<file path="src/rtl/sc_sobol_stream_tx.sv">
// Stochastic-number transmitter: normalises a binary operand to a short mantissa and
// streams it as a unipolar bitstream compared against a van der Corput (Sobol) sequence.
module sc_sobol_stream_tx #(
    parameter int DATA_WIDTH = 16,
    parameter int SOBOL_BITS = 5,
    parameter int EXP_WIDTH  = 4
) (
    input  logic                  clock,
    input  logic                  reset,
    input  logic                  in_valid,
    output logic                  in_ready,
    input  logic [DATA_WIDTH-1:0] in_data,
    output logic                  out_valid,
    input  logic                  out_ready,
    output logic                  out_bit,
    output logic                  out_last,
    output logic [EXP_WIDTH-1:0]  out_exp,
    output logic [SOBOL_BITS-1:0] out_mant,
    output logic                  busy
);

    typedef enum logic [1:0] {IDLE, NORM, STREAM} state_t;

    state_t                state_q, state_d;
    logic [DATA_WIDTH-1:0] data_q, data_d;
    logic [EXP_WIDTH-1:0]  exp_q, exp_d, lz;
    logic [SOBOL_BITS-1:0] mant_q, mant_d, mant_n;
    logic [SOBOL_BITS-1:0] idx_q, idx_d, sobol;
    logic                  in_ready_q;
    logic                  found;

    // Leading-zero count; a zero operand leaves lz at 0 and yields a zero mantissa.
    always_comb begin
        lz    = '0;
        found = 1'b0;
        for (int unsigned i = 0; i < DATA_WIDTH; i++) begin
            if (!found && data_q[DATA_WIDTH-1-i]) begin
                lz    = EXP_WIDTH'(i);
                found = 1'b1;
            end
        end
        mant_n = SOBOL_BITS'((data_q << lz) >> (DATA_WIDTH - SOBOL_BITS));
    end

    always_comb begin
        sobol = '0;
        for (int unsigned i = 0; i < SOBOL_BITS; i++) begin
            sobol[i] = idx_q[SOBOL_BITS-1-i];
        end
    end

    always_comb begin
        state_d   = state_q;
        data_d    = data_q;
        exp_d     = exp_q;
        mant_d    = mant_q;
        idx_d     = idx_q;
        out_valid = 1'b0;
        out_bit   = 1'b0;
        out_last  = 1'b0;
        case (state_q)
            IDLE: begin
                if (in_valid && in_ready_q) begin
                    data_d  = in_data;
                    state_d = NORM;
                end
            end
            NORM: begin
                exp_d   = lz;
                mant_d  = mant_n;
                idx_d   = '0;
                state_d = STREAM;
            end
            STREAM: begin
                out_valid = 1'b1;
                out_bit   = (mant_q > sobol);
                out_last  = (idx_q == '1);
                if (out_ready) begin
                    if (idx_q == '1) begin
                        state_d = IDLE;
                    end else begin
                        idx_d = idx_q + SOBOL_BITS'(1);
                    end
                end
            end
            default: state_d = IDLE;
        endcase
    end

    // in_ready is registered from the next state so it is low for the reset cycle.
    always_ff @(posedge clock) begin
        if (reset) begin
            state_q    <= IDLE;
            data_q     <= '0;
            exp_q      <= '0;
            mant_q     <= '0;
            idx_q      <= '0;
            in_ready_q <= 1'b0;
        end else begin
            state_q    <= state_d;
            data_q     <= data_d;
            exp_q      <= exp_d;
            mant_q     <= mant_d;
            idx_q      <= idx_d;
            in_ready_q <= (state_d == IDLE);
        end
    end

    assign in_ready = in_ready_q;
    assign out_exp  = exp_q;
    assign out_mant = mant_q;
    assign busy     = (state_q != IDLE);

endmodule

</file>
<file path="config.mk">
export PLATFORM = sky130hd
export DESIGN_NAME = sc_sobol_stream_tx
export DESIGN_NICKNAME = d
export VERILOG_FILES = /design/src/rtl/sc_sobol_stream_tx.sv
export SDC_FILE = /design/constraint.sdc
export NUM_CORES = 1
export LEC_CHECK = 0
export ABC_AREA = 1
export BUFFER_PORTS_ARGS = -buffer_cell sky130_fd_sc_hd__buf_2
export CAP_MARGIN = 20
export CORE_MARGIN = 2
export CORE_UTILIZATION = 50
export CTS_BUF_LIST = sky130_fd_sc_hd__clkbuf_2
export DETAILED_ROUTE_END_ITERATION = 10
export GPL_TIMING_DRIVEN = 1
export PLACE_DENSITY = 0.75
export SYNTH_ARGS = -nofsm -noshare
export SYNTH_HDL_FRONTEND = slang
export SYNTH_SLANG_ARGS = --single-unit
</file>
<file path="constraint.sdc">
create_clock -name clock -period 2.05 [get_ports clock]
set_input_delay 0.5125 -clock clock [delete_from_list [all_inputs] [get_ports clock]]
set_output_delay 0.5125 -clock clock [all_outputs]
set_load 0.01 [all_outputs]
</file>
# After elaboration in Yosys (flattened, before gate mapping)
# Index checks and enable logic that the tools add are counted.
dict set report totals {
  input_bits 20
  out_inout_bits 14
  ff_bits 33
  wordCells 91
}
dict set report classes {
  shift 1
  n_mux 40
  magnitude_cmp 1
  reduce_logical 37
  n_eq_ne 5
  n_addsub 1
}
# op n
set op_table {}
lappend op_table {{2-to-1 mux 4 bit} 13}
lappend op_table {{2-to-1 mux 1 bit} 19}
lappend op_table {{logical AND 1 bit} 16}
lappend op_table {{<< shifter 16 x 4 -> 16 bit} 1}
lappend op_table {{logical NOT 1 bit} 15}
lappend op_table {{2-to-1 mux 5 bit} 2}
lappend op_table {{case mux 5 bit (2 select lines)} 1}
lappend op_table {{2-to-1 mux 2 bit} 4}
lappend op_table {{case mux 2 bit (3 select lines)} 1}
lappend op_table {{adder 5 x 1 -> 5 bit, second input constant} 1}
lappend op_table {{equality test 5 bit, second input constant} 1}
lappend op_table {{> comparator 5 bit} 1}
lappend op_table {{logical NOT 2 bit} 2}
lappend op_table {{inequality test 2 bit, second input constant} 2}
lappend op_table {{nonzero test 2 bit} 2}
lappend op_table {{AND reduction 3 bit} 1}
lappend op_table {{equality test 2 x 1 -> 1 bit, second input constant} 1}
lappend op_table {{equality test 2 bit, second input constant} 1}
lappend op_table {{AND reduction 2 bit} 1}

# Depth between registers and ports, before layout
dict set report depth {
  word_depth 47
  mapped_depth 18
}

# Worst setup path after synthesis
# No wires, ideal clock.
dict set report synth_timing {
  kind {flip-flop to flip-flop}
  start {reg data_q[12]}
  end {reg mant_q[1], in the netlist out_mant[1]}
  path_stages_with_launch 18
  path_slack_ns 0.065
  setup_ns 0.110
  t_arrival_ns 1.875
  required_ns 1.940
  path_buffers 1
  path_cell_list {dfxtp_1 -> nor2_4 -> nand2_1 -> nor2_2 -> nand4_2 -> nor2_2 -> nand4_2 -> nor2_2 -> nand4_4 -> nand2_4 -> buf_6 -> nand2_1 -> nand3_1 -> nand2_1 -> o21bai_1 -> nand3_1 -> nand2_1 -> inv_1}
}
dict set report synth_between {
  elab_chain_cells 39
  elab_cells_between_ends 51
}
# item line_no
set synth_lines {}
lappend synth_lines {{start, declared} 25} ;# logic [DATA_WIDTH-1:0] data_q, data_d;
lappend synth_lines {{start signal, assigned} 101} ;# data_q <= data_d;
lappend synth_lines {{logical AND 1 bit} 37} ;# if (!found && data_q[DATA_WIDTH-1-i]) begin
lappend synth_lines {{2-to-1 mux 1 bit} 37}
lappend synth_lines {{logical NOT 1 bit} 37}
lappend synth_lines {{logical AND 1 bit} 37}
lappend synth_lines {{2-to-1 mux 1 bit} 37}
lappend synth_lines {{logical NOT 1 bit} 37}
lappend synth_lines {{logical AND 1 bit} 37}
lappend synth_lines {{2-to-1 mux 1 bit} 37}
lappend synth_lines {{(+23 left out)} --}
lappend synth_lines {{2-to-1 mux 1 bit} 37}
lappend synth_lines {{logical NOT 1 bit} 37}
lappend synth_lines {{logical AND 1 bit} 37}
lappend synth_lines {{2-to-1 mux 1 bit} 37}
lappend synth_lines {{logical NOT 1 bit} 37}
lappend synth_lines {{logical AND 1 bit} 37}
lappend synth_lines {{2-to-1 mux 4 bit} 37}
lappend synth_lines {{<< shifter 16 x 4 -> 16 bit (*)} 42} ;# mant_n = SOBOL_BITS'((data_q << lz) >> (DATA_WIDTH - SOBOL_BITS));
lappend synth_lines {{end signal, assigned} 103} ;# mant_q <= mant_d;
lappend synth_lines {{end, declared} 27} ;# logic [SOBOL_BITS-1:0] mant_q, mant_d, mant_n;
# Mark *: on every way between the ends. The rest lies on a longest branch, timed or not.
# A chain may end at the register's enable or synchronous reset.

# Final worst setup path
dict set report layout_timing {
  start {reg data_q[13]}
  end {reg mant_q[3], in the netlist out_mant[3]}
}
dict set report layout_between {
  elab_chain_cells 42
  elab_cells_between_ends 55
}
# item line_no
set layout_lines {}
lappend layout_lines {{logical AND 1 bit} 37}
lappend layout_lines {{2-to-1 mux 1 bit} 37}
lappend layout_lines {{logical NOT 1 bit} 37}
lappend layout_lines {{logical AND 1 bit} 37}
lappend layout_lines {{2-to-1 mux 1 bit} 37}
lappend layout_lines {{logical NOT 1 bit} 37}
lappend layout_lines {{logical AND 1 bit} 37}
lappend layout_lines {{2-to-1 mux 1 bit} 37}
lappend layout_lines {{(+26 left out)} --}
lappend layout_lines {{2-to-1 mux 1 bit} 37}
lappend layout_lines {{logical NOT 1 bit} 37}
lappend layout_lines {{logical AND 1 bit} 37}
lappend layout_lines {{2-to-1 mux 1 bit} 37}
lappend layout_lines {{logical NOT 1 bit} 37}
lappend layout_lines {{logical AND 1 bit} 37}
lappend layout_lines {{2-to-1 mux 4 bit} 37}
lappend layout_lines {{<< shifter 16 x 4 -> 16 bit (*)} 42}
# Marked as above.

==> metrics list <==
* Run status: finished, violations left
- The final reports fail on negative setup slack.
- Effective utilization at floorplan: 52.4%
- Area share of the largest cell type after synthesis: 31.3%
- Total wire length after detailed routing: between 6000 and 7000 um
* Peak fanout along the critical path: 6
- Violation count after the first detailed-routing iteration: 197
* Global-route usage over all layers: between 20% and 30%
* Flops & latches, synth: 33
- Synthesized instance count: 325
- Max-cap violations in this run came to 0.
- Of the synthesized area, sequential elements account for 31.3%.
- Clock transition at path regs: ~0.20 ns
- The filler cells instantiated in the layout total 308.
- Worst-Skew Late Latency: 0.41 ns
- At the worst endpoint, the arrival time is 2.75 ns.
* Wirelength per Cell: roughly 14 um
* Post-layout min period: 2.43 ns
* CP top delay family: simple AND/OR/NAND/NOR gates
* Count of final hold-check violations: 0
* Worst supply voltage drop on vdd: 0.357 mV
- Overall die area: 4750 sq um
- Setup repair after global routing missed its margin: true
- Syn Area/Cell: 6.49 sq um
- Measured against its own limit, the worst slew margin works out to 66.2%.
- Entering global routing, the biggest net connects 18 pins.
- Top cells by area in the synthesized netlist: sky130_fd_sc_hd__dfxtp_1, sky130_fd_sc_hd__nand2_1, sky130_fd_sc_hd__nand3_1, sky130_fd_sc_hd__inv_1, sky130_fd_sc_hd__o21ai_0
- The finished layout holds 454 standard cells, fillers aside.
* First-pass GRT wire length: 9160 um
- Multi-input combinational cell area: 1490 sq um
- For this run the aggregate overflow at the end of global routing stands at 0.
- Total number of clock tree sinks: 33
* Adder-cell share of the synthesized area: between 4 and 5%
- In the final layout, flip-flops and latches occupy 671 sq um.
- Dividing total power by cell area gives a power density of around 670 nW/um^2.
- Min-Delay Path Class: input port to flop
- Worst slack after detailed placement: -0.145 ns
- The die is ~69 um tall.
* Count of warnings emitted by yosys: 0
* Final clock skew: 0.0339 ns
* Buffers and inverters on the worst path: 3
- On the worst path, the slowest cell contributes a delay of ~0.4 ns.
- Simple-gate share of the synthesized area: about 40%
* Netlist area before placement: 2110 sq um
- Setup violations remaining at the end of the flow were counted as 9.
- Port-buffer cells: 33
* Top layer in use: met4
* DRT Pass-1 Iters: 6
- Met3 wirelength from detailed routing: 502 um
- Count of hold buffers inserted by post-cts repair: 0
* Root Buffer Master: sky130_fd_sc_hd__clkbuf_2
* Req. time, crit path: 2.37 ns
- Crit-path slowest cell: sky130_fd_sc_hd__dfxtp_4
* Half-perimeter wire length of the detailed placement result: slightly below 4000 um
* Post-DR vias/cell: 5.55
* Total number of vias: 2520
- Of the post-synthesis cell area, the part taken by muxes is 0%.
- The worst setup path is captured at a flop.
* Max-slew violations: 0
- After detailed routing, the number of remaining DRC violations is 0.
- The worst setup path is launched from a flop.
- Cts bufs inserted: 5
- After detailed routing, the wire length on met1 is 2700 um.
* Highest clock frequency the design can meet: approximately 410 MHz
- Final critical-path setup slack: -0.381 ns
* Tcrit/Tclk final: 119%
* Ordered cell list for the critical path: nor2_4 > nand2_1 > nor2_2 > nand4_2 > nor2_2 > nand4_2 > nor2_2 > nand4_4 > buf_4 > nand3_1 > inv_1 > nand2_1 > o21bai_1 > nand3_1 > nand2_1 > inv_1
* Gpl congestion: 0.894
- Combinational family with the most area after synthesis: simple AND/OR/NAND/NOR gates
- Pin placement for this block handled 34 I/O pins.
- For this run, the post-layout net count is 430.
- The total area inside the core boundary comes to 4030 sq um.
* Net count after synthesis: 352
- sky130_fd_sc_hd__dfxtp_1 takes more of the synthesized area than any other cell.
* Post-placement cell count: 426
- Routed wire length on met2: just over 3000 um
- Std cell rows: 23
* Remaining number of nets flagged by the antenna check after routing: 0
- The die is 69.0 um wide.
- Summing the areas of all compound-gate instances in the mapped netlist gives 14.1% of the synthesized area.
* Netlist cell types: 28
- Vias in the first global route: roughly 2100
- Diodes inserted: 0
- The H-tree was split into 2 levels.
- The post-route netlist has 39.1% of its cells at a drive strength greater than 1.
- The clock passes through at most 2 buffers.
- For the pin with the worst max-slew slack, the measured transition is 0.506 ns.
- TritonCTS clock tree: built
* CP Class: flop to flop
- Area growth, synth to finish: 43.0%
- Antenna violations before repair: 0
- Pleak: 1.49 nW
- XOR/XNOR Fraction of Synth Area: 0.415%
[sequential cells by signal, indices dropped and copies added (netlist names)]
| signal | flops |
|---|---|
| data_q | 16 |
| idx_q | 5 |
| out_mant | 5 |
| out_exp | 4 |
| state_q | 2 |
| in_ready | 1 |
[worst paths after layout]
| path | start | endpoint | slack [ns] | cells past startpoint |
|---|---|---|---|---|
| hold / removal | in_data[4] | data_q[4] | 0.28 | 3 |
| setup / recovery | data_q[13] | out_mant[3] | -0.38 | 16 |
| hold reg to reg | idx_q[3] | idx_q[3] | 0.48 | 2 |
| setup reg to reg | data_q[13] | out_mant[3] | -0.38 | 16 |
[kinds of logic after synthesis]
family / Yosys count
xor gates and xnor gates: 1
adders and majority gates: 7
DFF: 33
and+or+nand+nor: 180
buffers and inverters: 53
AOI/OAI and AO/OA: 51
[cell usage after synthesis]
cell / instances
sky130_fd_sc_hd__dfxtp_1: 33
sky130_fd_sc_hd__o21bai_1: 3
sky130_fd_sc_hd__nand3_1: 45
sky130_fd_sc_hd__nand4_1: 2
sky130_fd_sc_hd__o211ai_1: 5
sky130_fd_sc_hd__nand2_4: 1
sky130_fd_sc_hd__inv_1: 42
sky130_fd_sc_hd__a41o_1: 1
sky130_fd_sc_hd__buf_6: 1
sky130_fd_sc_hd__nand2_1: 93
sky130_fd_sc_hd__nor2_4: 3
sky130_fd_sc_hd__ha_1: 7
sky130_fd_sc_hd__o21ai_0: 22
sky130_fd_sc_hd__xor2_1: 1
sky130_fd_sc_hd__a211oi_1: 1
sky130_fd_sc_hd__nor2_1: 20
sky130_fd_sc_hd__nand4_2: 3
sky130_fd_sc_hd__nand4_4: 1
sky130_fd_sc_hd__inv_2: 1
sky130_fd_sc_hd__clkbuf_1: 5
sky130_fd_sc_hd__nand3b_1: 2
sky130_fd_sc_hd__o41ai_1: 3
sky130_fd_sc_hd__nand3_2: 1
sky130_fd_sc_hd__nor2_2: 6
sky130_fd_sc_hd__o221ai_1: 1
sky130_fd_sc_hd__nor3_1: 3
sky130_fd_sc_hd__buf_2: 4
sky130_fd_sc_hd__a21oi_1: 15
[power by group]
part	switching, W	internal [W]	total [W]
Clock	0.000235	0.0000745	0.000309
Sequential	0.0000386	0.000675	0.000713
Combinational	0.000560	0.000452	0.00101
[layer usage]
layer  vias up  GRT usage (%)
met3        28           5.03
met1      1128           34.2
met2       136           41.3
met5         -              0
li1       1228              -
met4         0           10.0
[timing repair]
action,4_1_cts,5_1_grt
resized for setup,20,58
setup endpoints to repair,6,9
pin swaps,9,35
cloned,1,2
buffers inserted,8,9
[placed cells by master, fill, tap and decap left out, drive strengths merged]
| cell | n |
|---|---|
| a211oi | 1 |
| a21oi | 15 |
| a41o | 1 |
| buf | 79 |
| clkbuf | 6 |
| clkinv | 3 |
| dfxtp | 33 |
| ha | 7 |
| inv | 43 |
| nand2 | 95 |
| nand3 | 46 |
| nand3b | 2 |
| nand4 | 6 |
| nor2 | 29 |
| nor3 | 3 |
| o211ai | 5 |
| o21ai | 22 |
| o21bai | 3 |
| o221ai | 1 |
| o41ai | 3 |
| xor2 | 1 |
[stage by stage]
step,setup TNS [ns],hold slack (ns),area (sq um),util [%],total power [W]
floorplan,0,0.440,2110,-,0.00119
global placement,-0.416,0.450,2520,62.6,0.00142
detailed placement,-0.478,0.453,2520,62.6,0.00142
CTS,-0.877,0.285,2690,66.6,0.00177
global route,-3.38,0.283,3020,74.9,0.00216
finish,-2.04,0.285,3020,74.9,0.00203
[final cells by class]
class / instances / share of cell area, %
tap: 50 / 2.07
clock inverter: 3 / 0.415
timing repair buffer: 80 / 19.5
clock buffer: 5 / 0.830
multi-input combinational: 240 / 49.5
sequential: 33 / 22.2
inverter: 43 / 5.43
[worst min-delay path, delay by kind of cell]
family | cells | cell delay (ns)
compound gates | 1 | 0.05
buf+inv | 1 | 0.07
simple gates | 1 | 0.04
No activity file was read; power rests on OpenSTA's default activity.
